<file path="src/rtl/keypad_scan_ctrl.sv">
// 4x4 matrix keypad scanner: rotates active-low column strobes, debounces press and
// release with one shared down-counter, and emits one valid/ready key event per press.
module keypad_scan_ctrl #(
    parameter int SETTLE_CYC   = 4,
    parameter int DEBOUNCE_CYC = 20,
    parameter int CNT_W        = 8
) (
    input  logic       clk,
    input  logic       rst,
    input  logic [3:0] row_n,
    output logic [3:0] col_n,
    output logic [3:0] key_code,
    output logic       key_valid,
    input  logic       key_ready,
    output logic       key_held,
    output logic       overflow
);

    typedef enum logic [2:0] {
        SETTLE,
        SAMPLE,
        DEBOUNCE,
        HELD,
        RELEASE
    } state_t;

    localparam logic [CNT_W-1:0] SETTLE_LOAD   = CNT_W'(SETTLE_CYC - 1);
    localparam logic [CNT_W-1:0] DEBOUNCE_LOAD = CNT_W'(DEBOUNCE_CYC - 1);
    localparam logic [CNT_W-1:0] CNT_ONE       = CNT_W'(1);

    state_t           state;
    logic [CNT_W-1:0] cnt;
    logic [1:0]       col_idx;
    logic [1:0]       row_idx;
    logic [3:0]       row_sync_p0;
    logic [3:0]       row_sync_p1;
    logic [3:0]       row_act;
    logic             row_hit;
    logic             fire;

    // Several rows low on one column resolve to the lowest row index.
    function automatic logic [1:0] lowest_row(input logic [3:0] act);
        logic [1:0] idx;
        idx = 2'd3;
        for (int i = 3; i >= 0; i--) begin
            if (act[i]) idx = 2'(i);
        end
        return idx;
    endfunction

    function automatic logic [3:0] col_strobe(input logic [1:0] idx);
        logic [3:0] one;
        one = 4'b0001;
        return ~(one << idx);
    endfunction

    assign row_act = ~row_sync_p1;
    assign row_hit = row_act[row_idx];
    assign fire    = (state == DEBOUNCE) && row_hit && (cnt == '0);

    // Stage p0/p1: two-flop synchronizer for the asynchronous row inputs.
    always_ff @(posedge clk or posedge rst) begin
        if (rst) begin
            row_sync_p0 <= 4'hF;
            row_sync_p1 <= 4'hF;
        end else begin
            row_sync_p0 <= row_n;
            row_sync_p1 <= row_sync_p0;
        end
    end

    always_ff @(posedge clk or posedge rst) begin
        if (rst) begin
            state     <= SETTLE;
            cnt       <= SETTLE_LOAD;
            col_idx   <= 2'd0;
            col_n     <= 4'b1110;
            row_idx   <= 2'd0;
            key_code  <= 4'h0;
            key_valid <= 1'b0;
            key_held  <= 1'b0;
            overflow  <= 1'b0;
        end else begin
            case (state)
                SETTLE: begin
                    if (cnt == '0) begin
                        state <= SAMPLE;
                    end else begin
                        cnt <= cnt - CNT_ONE;
                    end
                end
                SAMPLE: begin
                    if (row_act == 4'h0) begin
                        col_idx <= col_idx + 2'd1;
                        col_n   <= col_strobe(col_idx + 2'd1);
                        state   <= SETTLE;
                        cnt     <= SETTLE_LOAD;
                    end else begin
                        row_idx <= lowest_row(row_act);
                        state   <= DEBOUNCE;
                        cnt     <= DEBOUNCE_LOAD;
                    end
                end
                DEBOUNCE: begin
                    // A bounce back to inactive restarts the scan on the same column.
                    if (!row_hit) begin
                        state <= SETTLE;
                        cnt   <= SETTLE_LOAD;
                    end else if (cnt == '0) begin
                        state    <= HELD;
                        key_held <= 1'b1;
                    end else begin
                        cnt <= cnt - CNT_ONE;
                    end
                end
                HELD: begin
                    if (!row_hit) begin
                        state <= RELEASE;
                        cnt   <= DEBOUNCE_LOAD;
                    end
                end
                RELEASE: begin
                    if (row_hit) begin
                        state <= HELD;
                    end else if (cnt == '0) begin
                        key_held <= 1'b0;
                        col_idx  <= col_idx + 2'd1;
                        col_n    <= col_strobe(col_idx + 2'd1);
                        state    <= SETTLE;
                        cnt      <= SETTLE_LOAD;
                    end else begin
                        cnt <= cnt - CNT_ONE;
                    end
                end
                default: begin
                    state <= SETTLE;
                    cnt   <= SETTLE_LOAD;
                end
            endcase

            // A fresh event may replace one being accepted this same cycle.
            if (fire) begin
                if (!key_valid || key_ready) begin
                    key_code  <= {row_idx, col_idx};
                    key_valid <= 1'b1;
                end else begin
                    overflow <= 1'b1;
                end
            end else if (key_valid && key_ready) begin
                key_valid <= 1'b0;
            end
        end
    end

    a_col_one_cold: assert property (@(posedge clk) $onehot(~col_n));

endmodule

</file>
<file path="config.mk">
export PLATFORM = sky130hd
export DESIGN_NAME = keypad_scan_ctrl
export DESIGN_NICKNAME = d
export VERILOG_FILES = /design/src/rtl/keypad_scan_ctrl.sv
export SDC_FILE = /design/constraint.sdc
export NUM_CORES = 1
export LEC_CHECK = 0
export CORE_MARGIN = 1
export CORE_UTILIZATION = 50
export DETAILED_ROUTE_END_ITERATION = 10
export GPL_TIMING_DRIVEN = 1
export PLACE_DENSITY = 0.74
export SYNTH_ARGS = -nofsm -noshare
export SYNTH_HDL_FRONTEND = slang
export SYNTH_SLANG_ARGS = --single-unit
export TNS_END_PERCENT = 20
</file>
<file path="constraint.sdc">
create_clock -name clk -period 1.91 [get_ports clk]
set_input_delay 0.191 -clock clk [delete_from_list [all_inputs] [get_ports clk]]
set_output_delay 0.191 -clock clk [all_outputs]
set_load 0.01 [all_outputs]
</file>
==> results of run 1 <==
[worst paths after layout]
| kind | start | end | slack (ps) |
|---|---|---|---|
| setup / recovery | cnt[2]$_DFFE_PP0P_ | cnt[7]$_DFFE_PP0P_ | -7 |
| hold / removal | rst | row_idx[1]$_DFFE_PP0P_ | 220 |
| setup reg to reg | cnt[2]$_DFFE_PP0P_ | cnt[7]$_DFFE_PP0P_ | -7 |
| hold reg to reg | row_sync_p0[3]$_DFF_PP1_ | row_sync_p1[3]$_DFF_PP1_ | 330 |
| max in group asynchronous | rst | row_sync_p1[1]$_DFF_PP1_ | 1340 |
| min in group clk | row_n[0] | row_sync_p0[0]$_DFF_PP1_ | 260 |
[flip-flops by register name, summed over array words and instances, names as in the netlist]
| name | count |
|---|---|
| overflow | 1 |
| key_held | 1 |
| key_valid | 1 |
| col_idx | 2 |
| row_sync_p1 | 4 |
| cnt | 8 |
| key_code | 4 |
| row_idx | 2 |
| state | 3 |
| col_n | 4 |
| row_sync_p0 | 4 |
[timing repair]
item,4_1_cts,5_1_grt
setup buffers,4,1
resized for setup,3,15
setup endpoints to repair,8,17
pin swaps,1,6
[cells in the mapped netlist (3+ instances only)]
| library cell | n |
|---|---|
| a21oi_1 | 3 |
| a22o_1 | 3 |
| a31oi_1 | 3 |
| clkbuf_1 | 3 |
| dfrtp_1 | 21 |
| dfstp_2 | 13 |
| ha_1 | 6 |
| inv_1 | 14 |
| mux2_2 | 5 |
| mux2i_1 | 6 |
| nand2_1 | 11 |
| nand2b_1 | 4 |
| nor2_1 | 6 |
| nor3_1 | 8 |
| nor3b_1 | 4 |
| o21ai_0 | 9 |
[area by class of cell]
type	instances	area [sq um]	area share [%]
well taps	46	57.6	2.45
multi-input cells	111	921	39.2
flip-flops and latches	34	868	37.0
clock inverters	1	5.00	0.213
repair buffers	45	388	16.5
inverters	14	52.6	2.24
clock buffers	7	55.1	2.35
[logic make-up after synthesis]
group,count (synthesis),synth area share (%)
flops,34,48.8
compound gates,40,16.6
xor+xnor,1,0.493
simple gates,52,17.2
mux,12,7.82
fa+ha+maj,6,4.23
buf+inv,20,4.79
[power breakdown]
| part | internal, uW | total [uW] | switching [uW] |
|---|---|---|---|
| combinational | 927 | 1760 | 832 |
| clock | 178 | 420 | 242 |
| sequential | 950 | 1160 | 208 |
[worst reg2reg max path, cell delays in order (launching register included)]
cell and delay (ps):
dfrtp_2 480, or4_4 510, nor4_1 210, buf_4 180, nand2_1 50, a311o_2 390
[metrics by stage]
stage | total power (uW) | util, % | worst slack, ps
2_1_floorplan | 2090 | - | 0.787
3_3_place_gp | 2630 | 64.5 | -2.22
3_5_place_dp | 2700 | 64.5 | -70.7
4_1_cts | 3220 | 67.6 | -16.8
5_1_grt | 3560 | 69.8 | -65.8
6_report | 3340 | 69.8 | -7.15
[metal layers]
metal | vias to the layer above | track usage [%] | part of all wire (%)
li1 | 698 | - | -
met1 | 737 | 30.9 | 40
met2 | 60 | 41.2 | 53
met3 | 12 | 7.35 | 5.2
met4 | 0 | 13.0 | 1.9
met5 | - | 0 | 0
==> results by group, run 1 <==
CTS
  – CTS H-Tree Depth: 2
  – Post-CTS Hold Buffers: 0
  – Clock net sink count: 34
  – Clock Tree Buf Depth: 2
  – CTS root buf: clkbuf_4
  – Total CTS buffers: 5
  – Clk_lat worst skew: around 350 ps
  – Worst-path clk slew: 110 ps
  – CTS tree: yes

Placement
  – Dpl cell area: 0.00217 sq mm
  – Port bufs: 17
  – Detailed Place HPWL: approximately 2.9 mm
  – GP Congestion: 0.866
  – Inst Count DP: 245

Layout
  – Final instance area: 0.00235 sq mm
  – Non-filler cells, final: around 260
  – Filler cell count: 266
  – Antenna diodes: 0
  – Most common cell after layout, fill and taps aside: buf_4
  – Layout cells sized above 1: 37.7%
  – Most frequent cells in the layout: buf_4 (26), dfrtp_1 (20), clkdlybuf4s50_1 (17)
  – Nets: 224
  – Synth-to-layout area growth: 32.2%

Synthesis
  – Flops & latches, synth: 34
  – Syn Inst Count: ~170
  – Register area share after synthesis: between 40% and 50%
  – Synth area leader: dfrtp_1
  – Ranking of synthesized cells by area: dfrtp_1 (30%), dfstp_2 (19%), ha_1 (4.2%)
  – Most used flip-flop cell after synthesis: dfrtp_1
  – Post-synth top area share: between 20% and 30%
  – Yosys warnings: 0
  – Async set-reset flop share out of synthesis: 100%
  – Mean post-synth cell area: 10.8 sq um
  – Post-synth EDFFs: 0
  – Syn nets: about 180
  – Synth Cell Area: 0.00178 sq mm
  – Library cells used by synthesis: 54

Timing
  – Worst Tran Pin Value: 447 ps
  – Max frequency: 0.522 GHz
  – Period utilization: 100%
  – Clock skew: 20.3 ps
  – Fin crit period: 1920 ps
  – Final Hold Viols: 0
  – Final worst slack: -7.15 ps
  – RSZ-0062 raised after global routing: true
  – Max Slew Vio Count: 0
  – WHS: 221 ps
  – TNS Setup: -7.15 ps
  – Rel. slew slack: 70.0%
  – # setup viols final: 1

Critical path
  – Critical Path End Type: flip-flop
  – Critical path depth in cells: 5
  – Buf+Inv Stages, Crit Path: 1
  – Cell family with most CP delay: simple AND/OR/NAND/NOR gates
  – Worst EP required: 2150 ps
  – Path type of the worst setup path: flip-flop to flip-flop
  – CP startpoint kind: flip-flop
  – Worst reg2reg path depth: 5
  – CP max stage delay: 510 ps
  – Crit-path max FO: 6
  – CP max stage cell: or4_4
  – Crit path arrival time: ~2200 ps
  – CP cell instances: or4_4, nor4_1, buf_4, nand2_1, a311o_2

Global routing
  – Largest net degree at the start of global routing: 35
  – First-pass GRT wire length: roughly 6.7 mm
  – Total grt overflow: 0
  – Antenna violations before repair: 0
  – GRT Total Usage: around a quarter
  – Number of global-route vias before repair: 1459

Power
  – Leakage: 0.00103 uW
  – Pwr Density: 1420 mW/mm^2
  – VDD IR max: 0.679 mV

Detailed routing
  – Vias per Instance: approximately 5.8
  – WL final: 4.17 mm
  – WL/cell: around 16 um
  – First DRT Iteration DRCs: 71
  – DR vias: 1507
  – Router iterations before antenna repair: 4
  – Final antenna-violating net count: 0
  – DRC Markers: 0

Outcome
  – Failing checks: setup timing
  – Status: finished with violations

Floorplanning
  – FP Rows: 21
  – Die ar.: 0.00379 sq mm
  – Die height: 61.6 um
  – Core area: 0.00336 sq mm
  – I/O pin count: 18
  – Starting density of the core: 52.8%
  – DIE WIDTH: between 60 and 70 um

Run
  – Max Cap Viol: 0

Worst hold path
  – Min-Delay Path Class: input port to async pin
(Power assumes the default switching activity.)
==> run 2, diff against run 1 <==
- CORE_UTILIZATION: 50 -> 56
- CTS_CLUSTER_SIZE: unset -> 10
- DONT_BUFFER_PORTS: unset -> 1
==> results by group, run 2 (synthesis gave the netlist of run 1 again) <==
Layout
  – Layout cells sized above 1: 38.7% (+0.99 points)
  – Most frequent cells in the layout: buf_4 (30), dfrtp_1 (21), dfstp_2 (13)
  – Sequential cell area: 867 sq um (-0.14%)
  – Antenna diodes: 0 (unchanged)
  – Largest register FFs: 8 (unchanged)
  – Biggest register: cnt
  – Nets: 216 (-3.6%)
  – Final instance area: 0.00224 sq mm (-4.7%)
  – Area used by multi-input combinational logic: 903 sq um (-1.9%)
  – Most common cell after layout, fill and taps aside: buf_4
  – Filler cell count: 198 (-26%)
  – Synth-to-layout area growth: 25.9%

Run
  – Max Cap Viol: 0 (unchanged)

Critical path
  – Path type of the worst setup path: flip-flop to flip-flop
  – Worst setup startpoint: cnt[2]$_DFFE_PP0P_
  – R2R Path Start: cnt[2]$_DFFE_PP0P_
  – Flop2flop setup slack: -60 ps (-50 ps)
  – CP startpoint kind: flip-flop
  – Worst EP required: 2220 ps (+70 ps)
  – Critical Path End Type: flip-flop
  – Crit-path max FO: 4 (-2)
  – Crit path arrival time: 2280 ps (+120 ps)

Power
  – Leakage: 0.00100 uW (-2.7%)
  – VDD IR max: 0.767 mV (+13%)
  – Pwr Density: 1460 mW/mm^2 (+2.6%)

Timing
  – # setup viols final: 3 (+2)
  – Clock skew: 25.4 ps (+5.10 ps)
  – Worst Tran Pin Value: 421 ps (-26.4 ps)
  – Max Slew Vio Count: 0 (unchanged)
  – TNS Setup: -78.5 ps (-71.4 ps)
  – Final Hold Viols: 0 (unchanged)
  – Fin crit period: 1970 ps (+51.0 ps)
  – RSZ-0062 raised after global routing: true
  – Period utilization: 103% (+2.7 points)
  – Max frequency: 0.508 GHz (-2.6%)
  – WHS: 103 ps (-118 ps)
  – Rel. slew slack: 71.9% (+2.0 points)
  – Final worst slack: -58.2 ps (-51.0 ps)

Detailed routing
  – Vias per Instance: 6.04 (+3.4%)
  – DR vias: 1498 (-0.60%)
  – Router iterations before antenna repair: 4 (unchanged)
  – DRC Markers: 0 (unchanged)
  – Final antenna-violating net count: 0 (unchanged)
  – First DRT Iteration DRCs: 68 (-4.2%)
  – WL final: 4.25 mm (+1.8%)
  – WL/cell: 17.1 um (+6.0%)

CTS
  – Clk_lat worst skew: 360 ps (about the same)
  – CTS H-Tree Depth: 2 (unchanged)
  – Clock Tree Buf Depth: 2 (unchanged)
  – Clock net sink count: 34 (unchanged)
  – CTS tree: yes
  – Worst-path clk slew: 120 ps (about the same)
  – Total CTS buffers: 5 (unchanged)
  – CTS root buf: clkbuf_4

Placement
  – Dpl cell area: 0.00203 sq mm (-6.6%)
  – Detailed Place HPWL: 2.73 mm (-5.3%)
  – Port bufs: 0 (-17)
  – GP Congestion: 0.846 (-2.3%)

Floorplanning
  – Core area: 0.00303 sq mm (-10%)
  – DIE WIDTH: 58.3 um (-5.3%)
  – Starting density of the core: 58.6% (+5.8 points)
  – Die height: 58.3 um (-5.3%)
  – FP Rows: 20 (-4.8%)
  – I/O pin count: 18 (unchanged)
  – Die ar.: 0.00340 sq mm (-10%)

Global routing
  – GRT Total Usage: 27.8% (+2.3 points)
  – Largest net degree at the start of global routing: 35 (unchanged)
  – Total grt overflow: 0 (unchanged)
  – First-pass GRT wire length: 6.86 mm (+2.6%)
  – Number of global-route vias before repair: 1488 (+2.0%)
  – Antenna violations before repair: 0 (unchanged)

Outcome
  – Status: finished with violations
  – Failing checks: setup timing

Worst hold path
  – Worst hold start: key_ready
  – Min-Delay Path Class: input port to flip-flop
==> run 2: area by class of cell <==
cell class,instances,share of cell area (%)
Clock buffer,7,2.46
Clock inverter,1,0.224
Inverter,14,2.35
Tap cell,44,2.46
Sequential cell,34,38.8
Multi-Input combinational cell,111,40.4
Timing Repair Buffer,37,13.3
==> run 2: path summary, 6_finish.rpt <==
check | to | cells past startpoint
min in group asynchronous | col_idx[0]$_DFFE_PP0P_ | 3
max reg2reg | cnt[6]$_DFFE_PP0P_ | 5
min reg2reg | row_sync_p1[2]$_DFF_PP1_ | 0
max | cnt[6]$_DFFE_PP0P_ | 5
max in group asynchronous | row_sync_p0[2]$_DFF_PP1_ | 3
min | key_valid$_DFFE_PP0P_ | 2
==> run 2: timing repair <==
| item | 4_1_cts | 5_1_grt |
|---|---|---|
| pin swaps | 1 | 6 |
| hold buffers | 5 | 0 |
| cloned | 0 | 0 |
| hold endpoints to repair | 25 | 0 |
| endpoints found under the setup margin | 10 | 13 |
| gates resized for setup | 3 | 10 |
| buffers inserted | 5 | 0 |
==> run 2: metrics by stage <==
step           util [%]  total power, uW  std cells  setup WS [ps]
2_1_floorplan         -             2090        165          0.787
3_3_place_gp       66.9             2530        230           11.5
3_5_place_dp       66.9             2600        230          -97.8
4_1_cts            72.4             3140        248           7.79
5_1_grt            73.8             3470        248          -77.8
6_report           73.8             3260        248          -58.2
==> run 2: power breakdown <==
group          internal (uW)  leakage, uW  switching, uW  total [uW]
clock network            178    0.0000353            251         429
registers                949     0.000416            231        1180
logic                    860     0.000552            792        1650
total                   1990      0.00100           1270        3260
==> run 2: worst max-delay path, stage by stage, from the launching register on <==
cell	delay [ps]
dfrtp_1	420
buf_4	150
or4b_4	550
or4_1	460
nor3b_2	230
a21o_1	110
==> run 2: routing by layer <==
metal	share of wire, %	track usage, %	vias up
met2	50	44.0	52
met1	42	33.6	750
met3	4.6	9.01	16
met5	0	0	-
li1	-	-	680
met4	3.1	15.6	0
